--- src/rtl/apb_master_bridge.sv ---
// Single-outstanding APB4 master: valid/ready command in, one-cycle response out.
// Define APB_MASTER_TIMEOUT_EN to abort ACCESS phases that never see PREADY.
module apb_master_bridge #(
    parameter int ADDWIDTH  = 8,
    parameter int DATAWIDTH = 32,
    parameter int NSLAVES   = 2,
    parameter int TIMEOUT   = 16
) (
    input  logic                                     PCLK,
    input  logic                                     PRESETn,
    input  logic                                     cmd_valid,
    output logic                                     cmd_ready,
    input  logic                                     cmd_write,
    input  logic [$clog2(NSLAVES)+ADDWIDTH-1:0]      cmd_addr,
    input  logic [DATAWIDTH-1:0]                     cmd_wdata,
    input  logic [DATAWIDTH/8-1:0]                   cmd_strb,
    output logic                                     rsp_valid,
    output logic [DATAWIDTH-1:0]                     rsp_rdata,
    output logic                                     rsp_err,
    output logic [NSLAVES-1:0]                       PSEL,
    output logic                                     PENABLE,
    output logic                                     PWRITE,
    output logic [ADDWIDTH-1:0]                      PADDR,
    output logic [DATAWIDTH-1:0]                     PWDATA,
    output logic [DATAWIDTH/8-1:0]                   PSTRB,
    input  logic [NSLAVES-1:0]                       PREADY,
    input  logic [NSLAVES*DATAWIDTH-1:0]             PRDATA
);
    localparam int SELW = $clog2(NSLAVES);

    typedef enum logic [1:0] {IDLE, SETUP, ACCESS} state_t;

    state_t                 state;
    logic [SELW-1:0]        sel_q;
    logic [SELW-1:0]        cmd_sel;
    logic                   sel_ok;
    logic [NSLAVES-1:0]     onehot;
    logic                   rdy;
    logic [DATAWIDTH-1:0]   rdata;

    assign cmd_sel = cmd_addr[SELW+ADDWIDTH-1 -: SELW];
    assign sel_ok  = 32'(cmd_sel) < 32'(NSLAVES);

    // Only the latched slave's ready/data are ever looked at.
    always_comb begin
        onehot = '0;
        rdy    = 1'b0;
        rdata  = '0;
        for (int i = 0; i < NSLAVES; i++) begin
            onehot[i] = (cmd_sel == SELW'(i));
            if (sel_q == SELW'(i)) begin
                rdy   = PREADY[i];
                rdata = PRDATA[i*DATAWIDTH +: DATAWIDTH];
            end
        end
    end

`ifdef APB_MASTER_TIMEOUT_EN
    localparam int CW = $clog2(TIMEOUT+1);
    logic [CW-1:0] cnt;
`else
    logic unused_timeout;
    assign unused_timeout = ^TIMEOUT;
`endif

    always_ff @(posedge PCLK or negedge PRESETn) begin
        if (!PRESETn) begin
            state     <= IDLE;
            sel_q     <= '0;
            cmd_ready <= 1'b0;
            rsp_valid <= 1'b0;
            rsp_rdata <= '0;
            rsp_err   <= 1'b0;
            PSEL      <= '0;
            PENABLE   <= 1'b0;
            PWRITE    <= 1'b0;
            PADDR     <= '0;
            PWDATA    <= '0;
            PSTRB     <= '0;
`ifdef APB_MASTER_TIMEOUT_EN
            cnt       <= '0;
`endif
        end else begin
            rsp_valid <= 1'b0;
            unique case (state)
                IDLE: begin
                    cmd_ready <= 1'b1;
                    if (cmd_valid && cmd_ready) begin
                        if (sel_ok) begin
                            state     <= SETUP;
                            cmd_ready <= 1'b0;
                            sel_q     <= cmd_sel;
                            PSEL      <= onehot;
                            PWRITE    <= cmd_write;
                            PADDR     <= cmd_addr[ADDWIDTH-1:0];
                            PWDATA    <= cmd_wdata;
                            PSTRB     <= cmd_write ? cmd_strb : '0;
                        end else begin
                            // Unmapped slave: answer immediately, no bus cycle.
                            rsp_valid <= 1'b1;
                            rsp_err   <= 1'b1;
                            rsp_rdata <= '0;
                        end
                    end
                end
                SETUP: begin
                    state   <= ACCESS;
                    PENABLE <= 1'b1;
`ifdef APB_MASTER_TIMEOUT_EN
                    cnt     <= '0;
`endif
                end
                ACCESS: begin
                    if (rdy) begin
                        state     <= IDLE;
                        cmd_ready <= 1'b1;
                        PSEL      <= '0;
                        PENABLE   <= 1'b0;
                        rsp_valid <= 1'b1;
                        rsp_err   <= 1'b0;
                        rsp_rdata <= PWRITE ? '0 : rdata;
                    end
`ifdef APB_MASTER_TIMEOUT_EN
                    else if (cnt == CW'(TIMEOUT-1)) begin
                        state     <= IDLE;
                        cmd_ready <= 1'b1;
                        PSEL      <= '0;
                        PENABLE   <= 1'b0;
                        rsp_valid <= 1'b1;
                        rsp_err   <= 1'b1;
                        rsp_rdata <= '0;
                    end else begin
                        cnt <= cnt + 1'b1;
                    end
`endif
                end
                default: state <= IDLE;
            endcase
        end
    end
endmodule
--- config.mk ---
export PLATFORM = sky130hd
export DESIGN_NAME = apb_master_bridge
export DESIGN_NICKNAME = d
export VERILOG_FILES = /design/src/rtl/apb_master_bridge.sv
export SDC_FILE = /design/constraint.sdc
export NUM_CORES = 1
export LEC_CHECK = 0
export BUFFER_PORTS_ARGS = -buffer_cell sky130_fd_sc_hd__buf_2
export CORE_MARGIN = 5
export CORE_UTILIZATION = 47
export CTS_BUF_LIST = sky130_fd_sc_hd__clkbuf_4 sky130_fd_sc_hd__clkbuf_8
export CTS_CLUSTER_DIAMETER = 40
export CTS_CLUSTER_SIZE = 10
export DETAILED_ROUTE_END_ITERATION = 12
export HOLD_SLACK_MARGIN = 0.1
export PLACE_DENSITY = 0.89
export SLEW_MARGIN = 20
export SYNTH_ARGS = -nofsm -noshare
export SYNTH_HDL_FRONTEND = slang
export SYNTH_SLANG_ARGS = --single-unit
--- constraint.sdc ---
create_clock -name PCLK -period 2.1 [get_ports PCLK]
set_input_delay 0.21 -clock PCLK [delete_from_list [all_inputs] [get_ports PCLK]]
set_output_delay 0.21 -clock PCLK [all_outputs]
set_load 0.03 [all_outputs]
==> results.sh, run 1 <==
export IMPL_vias=3478
export IMPL_fin_skew_ps=9.101
export IMPL_path_clk_slew_ps=80
export IMPL_tightest_slew_ps=544.2
export IMPL_synth_area_top_cells="dfrtp_1 (56%), nand2_1 (13%), mux2_4 (10%)"
export IMPL_wl_per_cell_um=16.36
export IMPL_worstPathMaxFanout=40
export IMPL_grt_pass1_wl_mm=18.49
export IMPL_rsz0062_at_grt="false"
export IMPL_cts_root_buf="clkbuf_8"
export IMPL_holdBufCountCts=46
export IMPL_drv_slew=0
export IMPL_io_buffers=196
export IMPL_placed_area_mm2=0.004847
export IMPL_grt_ovfl_total=0
export IMPL_synth_async_sr_flop_share=1.000
export IMPL_netlist_instances=360
export IMPL_ys_types=20
export IMPL_gp_congestion=0.7620
export IMPL_row_count=32
export IMPL_cts_buffers=9
export IMPL_netlist_top_cell_by_area="dfrtp_1"
export IMPL_critPathCaptureType="register"
export IMPL_hold_viol=0
export IMPL_first_global_vias=3721
export IMPL_hold_ws_ps=156.0
export IMPL_synth_seq_cells=85
export IMPL_max_cap_viol_count=0
export IMPL_relSlewSlack=0.6372
export IMPL_synthesis_area_mm2=0.003794
export IMPL_avgSynthCellArea_um2=10.54
export IMPL_vdd_ir_drop_max_mv=0.8788
export IMPL_synth_fp_nets=475
export IMPL_final_cell_area_mm2=0.005523
export IMPL_fmax_mhz=606.3
export IMPL_crit_required_ps=2370
export IMPL_tritoncts="built"
export IMPL_fin_crit_sh=0.7854
export IMPL_first_iter_violations=176
export IMPL_ant_nets=0
export IMPL_min_period_ps=1649
export IMPL_setup_viol=0
export IMPL_synthToLayoutAreaGrowth_pct=45.58
export IMPL_avgViaCountPerCell=4.947
export IMPL_synth_main_ff_cell="dfrtp_1"
export IMPL_antenna_found_initial=0
export IMPL_die_h_um=99.84
export IMPL_nNetsFinal=711
export IMPL_track_usage=0.2334
export IMPL_die_x_um=99.84
export IMPL_grt_max_degree=46
export IMPL_ys_warn_count=0
export IMPL_yosysMostFrequentCell="nand2_1"
export IMPL_initial_utilization=0.4859
export IMPL_drt_pass1_iter_count=4
export IMPL_clockBufferDepth=2
export IMPL_clkLatencyLatePin_ps=340
export IMPL_ioPinCount=198
export IMPL_coreArea_mm2=0.007807
export IMPL_start_kind="register"
export IMPL_cts_sinks=85
export IMPL_powerDensity_mw_per_mm2=1569
export IMPL_dp_hpwl_mm=7.335
export IMPL_wl_mm=11.50
export IMPL_crit_arrival_ps=1920
export IMPL_finish_utilization=0.7074
export IMPL_drcViolationCount=0
export IMPL_htreeDepth=3
export IMPL_finalSetupTns_ps=0
export IMPL_synth_edff_count=0
export IMPL_post_cts_setup_buffers=0
export IMPL_min_path_type="in2reg"
export IMPL_ys_seq_area_frac=0.5607
export IMPL_die_area_mm2=0.009968
export IMPL_cellLeakagePower_nw=3.075
export IMPL_status="complete, no violations"
export IMPL_yosys_top_cells_count="nand2_1 (136), dfrtp_1 (85), nor2_1 (33), mux2i_1 (32), mux2_4 (26)"
export IMPL_cts_resized=0
export IMPL_worstSetupPathType="reg2reg"
export IMPL_n_antenna_cell=0
export IMPL_power_mw=8.664
export IMPL_drive_gt1_frac=0.4260
export IMPL_synth_top_area_share=0.5607
## placed cells by master, fill, tap and decap left out, drive strengths merged
cell type,count
nand3,4
clkbuf,13
nand2,136
conb,1
clkinvlp,1
mux2i,32
mux2,33
nor2,33
nand2b,3
dfrtp,85
inv,2
nor2b,1
bufinv,1
o22ai,1
dlygate4sd3,46
o21ai,4
buf,203
nand4bb,1
clkinv,1
## critical path, stage by stage, from the launching register on
cell and delay (ps):
dfrtp_1 410, nand4bb_2 480, inv_2 270, buf_12 230
nand3_1 100, nand2_1 90
## layout make-up
| cell class | instances | area, um2 |
|---|---|---|
| clock inverters | 3 | 42.54 |
| fillers | 575 | 2285 |
| flip-flops and latches | 85 | 2128 |
| clock buffers | 13 | 172.7 |
| multi-input cells | 249 | 1523 |
| inverters | 2 | 7.507 |
| repair buffers | 249 | 1521 |
| well taps | 102 | 127.6 |
## routing by layer
layer,part of all wire,global-route usage,wire (um)
met1,0.40,0.2860,4558
met3,0.11,0.07853,1317
met4,0.024,0.09244,277
met5,0,0,0
met2,0.47,0.3807,5349
## path summary, 6_finish.rpt
kind	end	start	slack, ps	cells after the start
worst max-delay path	PSTRB[0]$_DFFE_PN0P_	state[0]$_DFFE_PN0P_	450	5
worst min-delay path	PSTRB[3]$_DFFE_PN0P_	cmd_write	160	3
worst max register to register	PSTRB[0]$_DFFE_PN0P_	state[0]$_DFFE_PN0P_	450	5
worst min register to register	PWDATA[9]$_DFFE_PN0P_	PWDATA[9]$_DFFE_PN0P_	480	2
max in group asynchronous	PWRITE$_DFFE_PN0P_	PRESETn	1070	3
min in group asynchronous	rsp_rdata[5]$_DFFE_PN0P_	PRESETn	400	2
## metrics by stage
stage          instances  setup WS (ps)
5_1_grt              703          375.8
3_3_place_gp         641          534.3
6_report             703          450.7
2_1_floorplan        360          516.3
3_5_place_dp         641          508.8
4_1_cts              703          499.6
## power by group
part,leakage (nW),switching [mW],internal [mW]
combinational,1.91,2.97,1.63
clock,0.109,0.553,0.659
sequential,1.05,0.442,2.40
total,3.07,3.97,4.70
## state kept, by name, summed over array words and instances, names as in the netlist
signal / cells
cmd_ready: 1
PWRITE: 1
state: 2
PADDR: 8
PSEL: 2
rsp_valid: 1
sel_q: 1
PENABLE: 1
PWDATA: 32
rsp_rdata: 32
PSTRB: 4
## cell families after synthesis
logic type	Yosys count	synth area share
other cells	1	0.0009885
compound gates	5	0.006927
mux	65	0.2081
flops	85	0.5607
simple gates	178	0.1840
buf+inv	26	0.03924
Note: power is estimated with default switching activity, not from simulation.
==> run 2, diff against run 1 <==
Settings changed: ABC_AREA from default to 1, CORE_UTILIZATION 47 to 42, PLACE_DENSITY 0.89 to 0.84.
Clock period 2.1 ns to 1.39 ns, I/O delays scaled along.
==> results.sh, run 2 <==
export IMPL_status="complete, no violations"
export IMPL_ioPinCount=198
export IMPL_synth_edff_count=0
export IMPL_setup_viol=0
export IMPL_reg2reg_from="state[1]$_DFFE_PN0P_"
export IMPL_r2r_end="PSTRB[2]$_DFFE_PN0P_"
export IMPL_critPathCaptureType="register"
export IMPL_tritoncts="built"
export IMPL_htreeDepth=3
export IMPL_r2r_slack_ps=120
export IMPL_die_h_um=105.9
export IMPL_worstSetupPathType="reg2reg"
export IMPL_avgSynthCellArea_um2=7.712
export IMPL_track_usage=0.1991
export IMPL_fin_cells=853
export IMPL_path_clk_slew_ps=80
export IMPL_critPathCapture="PSTRB[2]$_DFFE_PN0P_"
export IMPL_dp_cells=790
export IMPL_ys_seq_area_frac=0.5505
export IMPL_synthesis_area_mm2=0.003864
export IMPL_power_switching_mw=6.118
export IMPL_grt_pass1_wl_mm=18.41
export IMPL_netlist_top_cell_by_area="dfrtp_1"
export IMPL_die_x_um=105.9
export IMPL_cts_sinks=85
export IMPL_start_kind="register"
export IMPL_ys_warn_count=0
export IMPL_coreArea_mm2=0.009109
export IMPL_layout_commonest_cell="nand2_1"
export IMPL_worstPathMaxFanout=32
export IMPL_synth_main_ff_cell="dfrtp_1"
export IMPL_synth_fp_nets=616
export IMPL_wl_mm=11.01
export IMPL_die_area_mm2=0.01122
export IMPL_combPwrFrac=0.510
export IMPL_wl_per_cell_um=12.90
export IMPL_layout_common_cells="nand2_1 (239), buf_2 (195), dfrtp_1 (85), inv_1 (68), dlygate4sd3_1 (47)"
export IMPL_nNetsFinal=852
export IMPL_hold_viol=0
export IMPL_drcViolationCount=0
export IMPL_cellLeakagePower_nw=3.468
export IMPL_synth_area_top_cells="dfrtp_1 (55%), nand2_1 (23%), inv_1 (6.6%)"
export IMPL_gp_congestion=0.7415
export IMPL_synthToLayoutAreaGrowth_pct=47.90
export IMPL_grt_ovfl_total=0
export IMPL_yosys_top_cells_count="nand2_1 (240), dfrtp_1 (85), inv_1 (68), nand3_1 (33), o21ai_0 (30)"
export IMPL_power_mw=13.03
export IMPL_fillers=722
export IMPL_largestRegisters="PWDATA: 32 flops, rsp_rdata: 32 flops, PADDR: 8 flops"
export IMPL_grt_max_degree=86
export IMPL_drv_slew=0
export IMPL_drt_pass1_iter_count=4
export IMPL_cts_buffers=9
export IMPL_cts_root_buf="clkbuf_8"
export IMPL_m1WireLength_mm=4.436
export IMPL_crit_arrival_ps=1540
export IMPL_wl_met2_mm=5.617
export IMPL_antenna_found_initial=0
export IMPL_finalSetupTns_ps=0
export IMPL_seq_power_share=0.326
export IMPL_min_path_type="in2reg"
export IMPL_first_global_vias=3917
export IMPL_netlist_instances=501
export IMPL_finish_utilization=0.6273
export IMPL_ant_nets=0
export IMPL_row_count=35
export IMPL_fin_crit_sh=0.9164
export IMPL_intPower_mw=6.914
export IMPL_clkLatencyLatePin_ps=340
export IMPL_switching_share=0.4695
export IMPL_synth_seq_cells=85
export IMPL_critPathLaunch="state[1]$_DFFE_PN0P_"
export IMPL_rsz0062_at_grt="false"
export IMPL_clkPwrFrac=0.164
export IMPL_max_cap_viol_count=0
export IMPL_dp_hpwl_mm=7.645
export IMPL_vdd_ir_drop_max_mv=1.386
export IMPL_wl_met3_um=710
export IMPL_fmax_mhz=785.1
export IMPL_top_layer_used="met4"
export IMPL_first_iter_violations=120
export IMPL_initial_utilization=0.4242
export IMPL_avgViaCountPerCell=4.580
export IMPL_drive_gt1_frac=0.3194
export IMPL_r2r_cells=6
export IMPL_ys_types=19
export IMPL_clockBufferDepth=2
export IMPL_yosysMostFrequentCell="nand2_1"
export IMPL_n_antenna_cell=0
export IMPL_synth_top_area_share=0.5505
export IMPL_fin_skew_ps=10.03
export IMPL_cts_resized=0
export IMPL_io_buffers=196
export IMPL_post_cts_setup_buffers=0
export IMPL_min_period_ps=1274
export IMPL_vias=3907
export IMPL_powerDensity_mw_per_mm2=2281
export IMPL_synth_async_sr_flop_share=1.000
export IMPL_crit_required_ps=1660
-- run 2: cell count changes in the layout (fill, tap and decap cells not counted), moves of 3 or more --
cell / before / now
mux2i_1: 32 / 0
nand2b_1: 3 / 0
buf_12: 2 / 6
inv_1: 1 / 68
nand3_1: 4 / 33
nand2_2: 0 / 3
nand2_1: 136 / 239
mux2_2: 7 / 0
nor2_1: 33 / 2
mux2_4: 26 / 0
o21ai_2: 0 / 5
o21ai_0: 4 / 30
-- run 2: cell families after synthesis --
logic type | synth area share
compound gates | 0.05019
buf+inv | 0.1059
flops | 0.5505
other cells | 0.0009706
simple gates | 0.2924
-- run 2: per-stage QoR --
step | hold slack [ps] | setup slack, ps | instance area, um2
2_1_floorplan | -156.6 | 153.3 | 3864
3_3_place_gp | 200.0 | 200.6 | 4991
3_5_place_dp | 208.4 | 124.6 | 4991
4_1_cts | 113.4 | 110.4 | 5714
5_1_grt | 127.7 | 33.40 | 5714
6_report | 130.2 | 116.3 | 5714
-- run 2: layout make-up --
cell class,instances,area (um2),share of cell area
sequential,85,2127,0.3722
clock inverter,5,107.6,0.01883
timing repair buffer,252,1597,0.2794
inverter,71,269.0,0.04708
tap,111,138.9,0.02430
clock buffer,11,145.1,0.02540
multi-input combinational,318,1330,0.2328
-- run 2: how the worst min path moves through the flow --
stage	start	to	cells after the start
2_1_floorplan	PRESETn	PADDR[0]$_DFFE_PN0P_	0
3_3_place_gp	PRESETn	rsp_rdata[11]$_DFFE_PN0P_	2
3_5_place_dp	PRESETn	rsp_rdata[12]$_DFFE_PN0P_	2
4_1_cts	PREADY[1]	state[1]$_DFFE_PN0P_	4
5_1_grt	cmd_write	PWRITE$_DFFE_PN0P_	3
6_report	PREADY[1]	state[1]$_DFFE_PN0P_	4
-- run 2: repair_timing --
item / in CTS / in global routing
hold buffers: 47 / 0
endpoints found under the setup margin: 0 / 0
hold endpoints to repair: 133 / 0
-- run 2: worst max-delay path, cell delays in order, from the launching register on --
cell	delay [ps]
dfrtp_1	400
nor2_1	170
nand2_2	150
buf_12	190
nor2_2	150
nand2_1	80
nand2_1	60
-- run 2: power by group through the flow --
stage / clock, mW / combinational [mW] / sequential [mW]
after floorplan: 0 / 2.36 / 6.33
after global placement: 0 / 6.43 / 4.22
after detailed placement: 0 / 6.58 / 4.26
after CTS: 2.20 / 6.68 / 4.24
after global routing: 2.30 / 7.26 / 4.39
final: 2.14 / 6.64 / 4.25
-- run 2: routing by layer --
metal  GRT usage  vias to the layer above
li1            -                     1950
met1      0.2372                     1784
met2      0.3497                      149
met3     0.04432                       24
met4     0.07863                        0
met5           0                        -
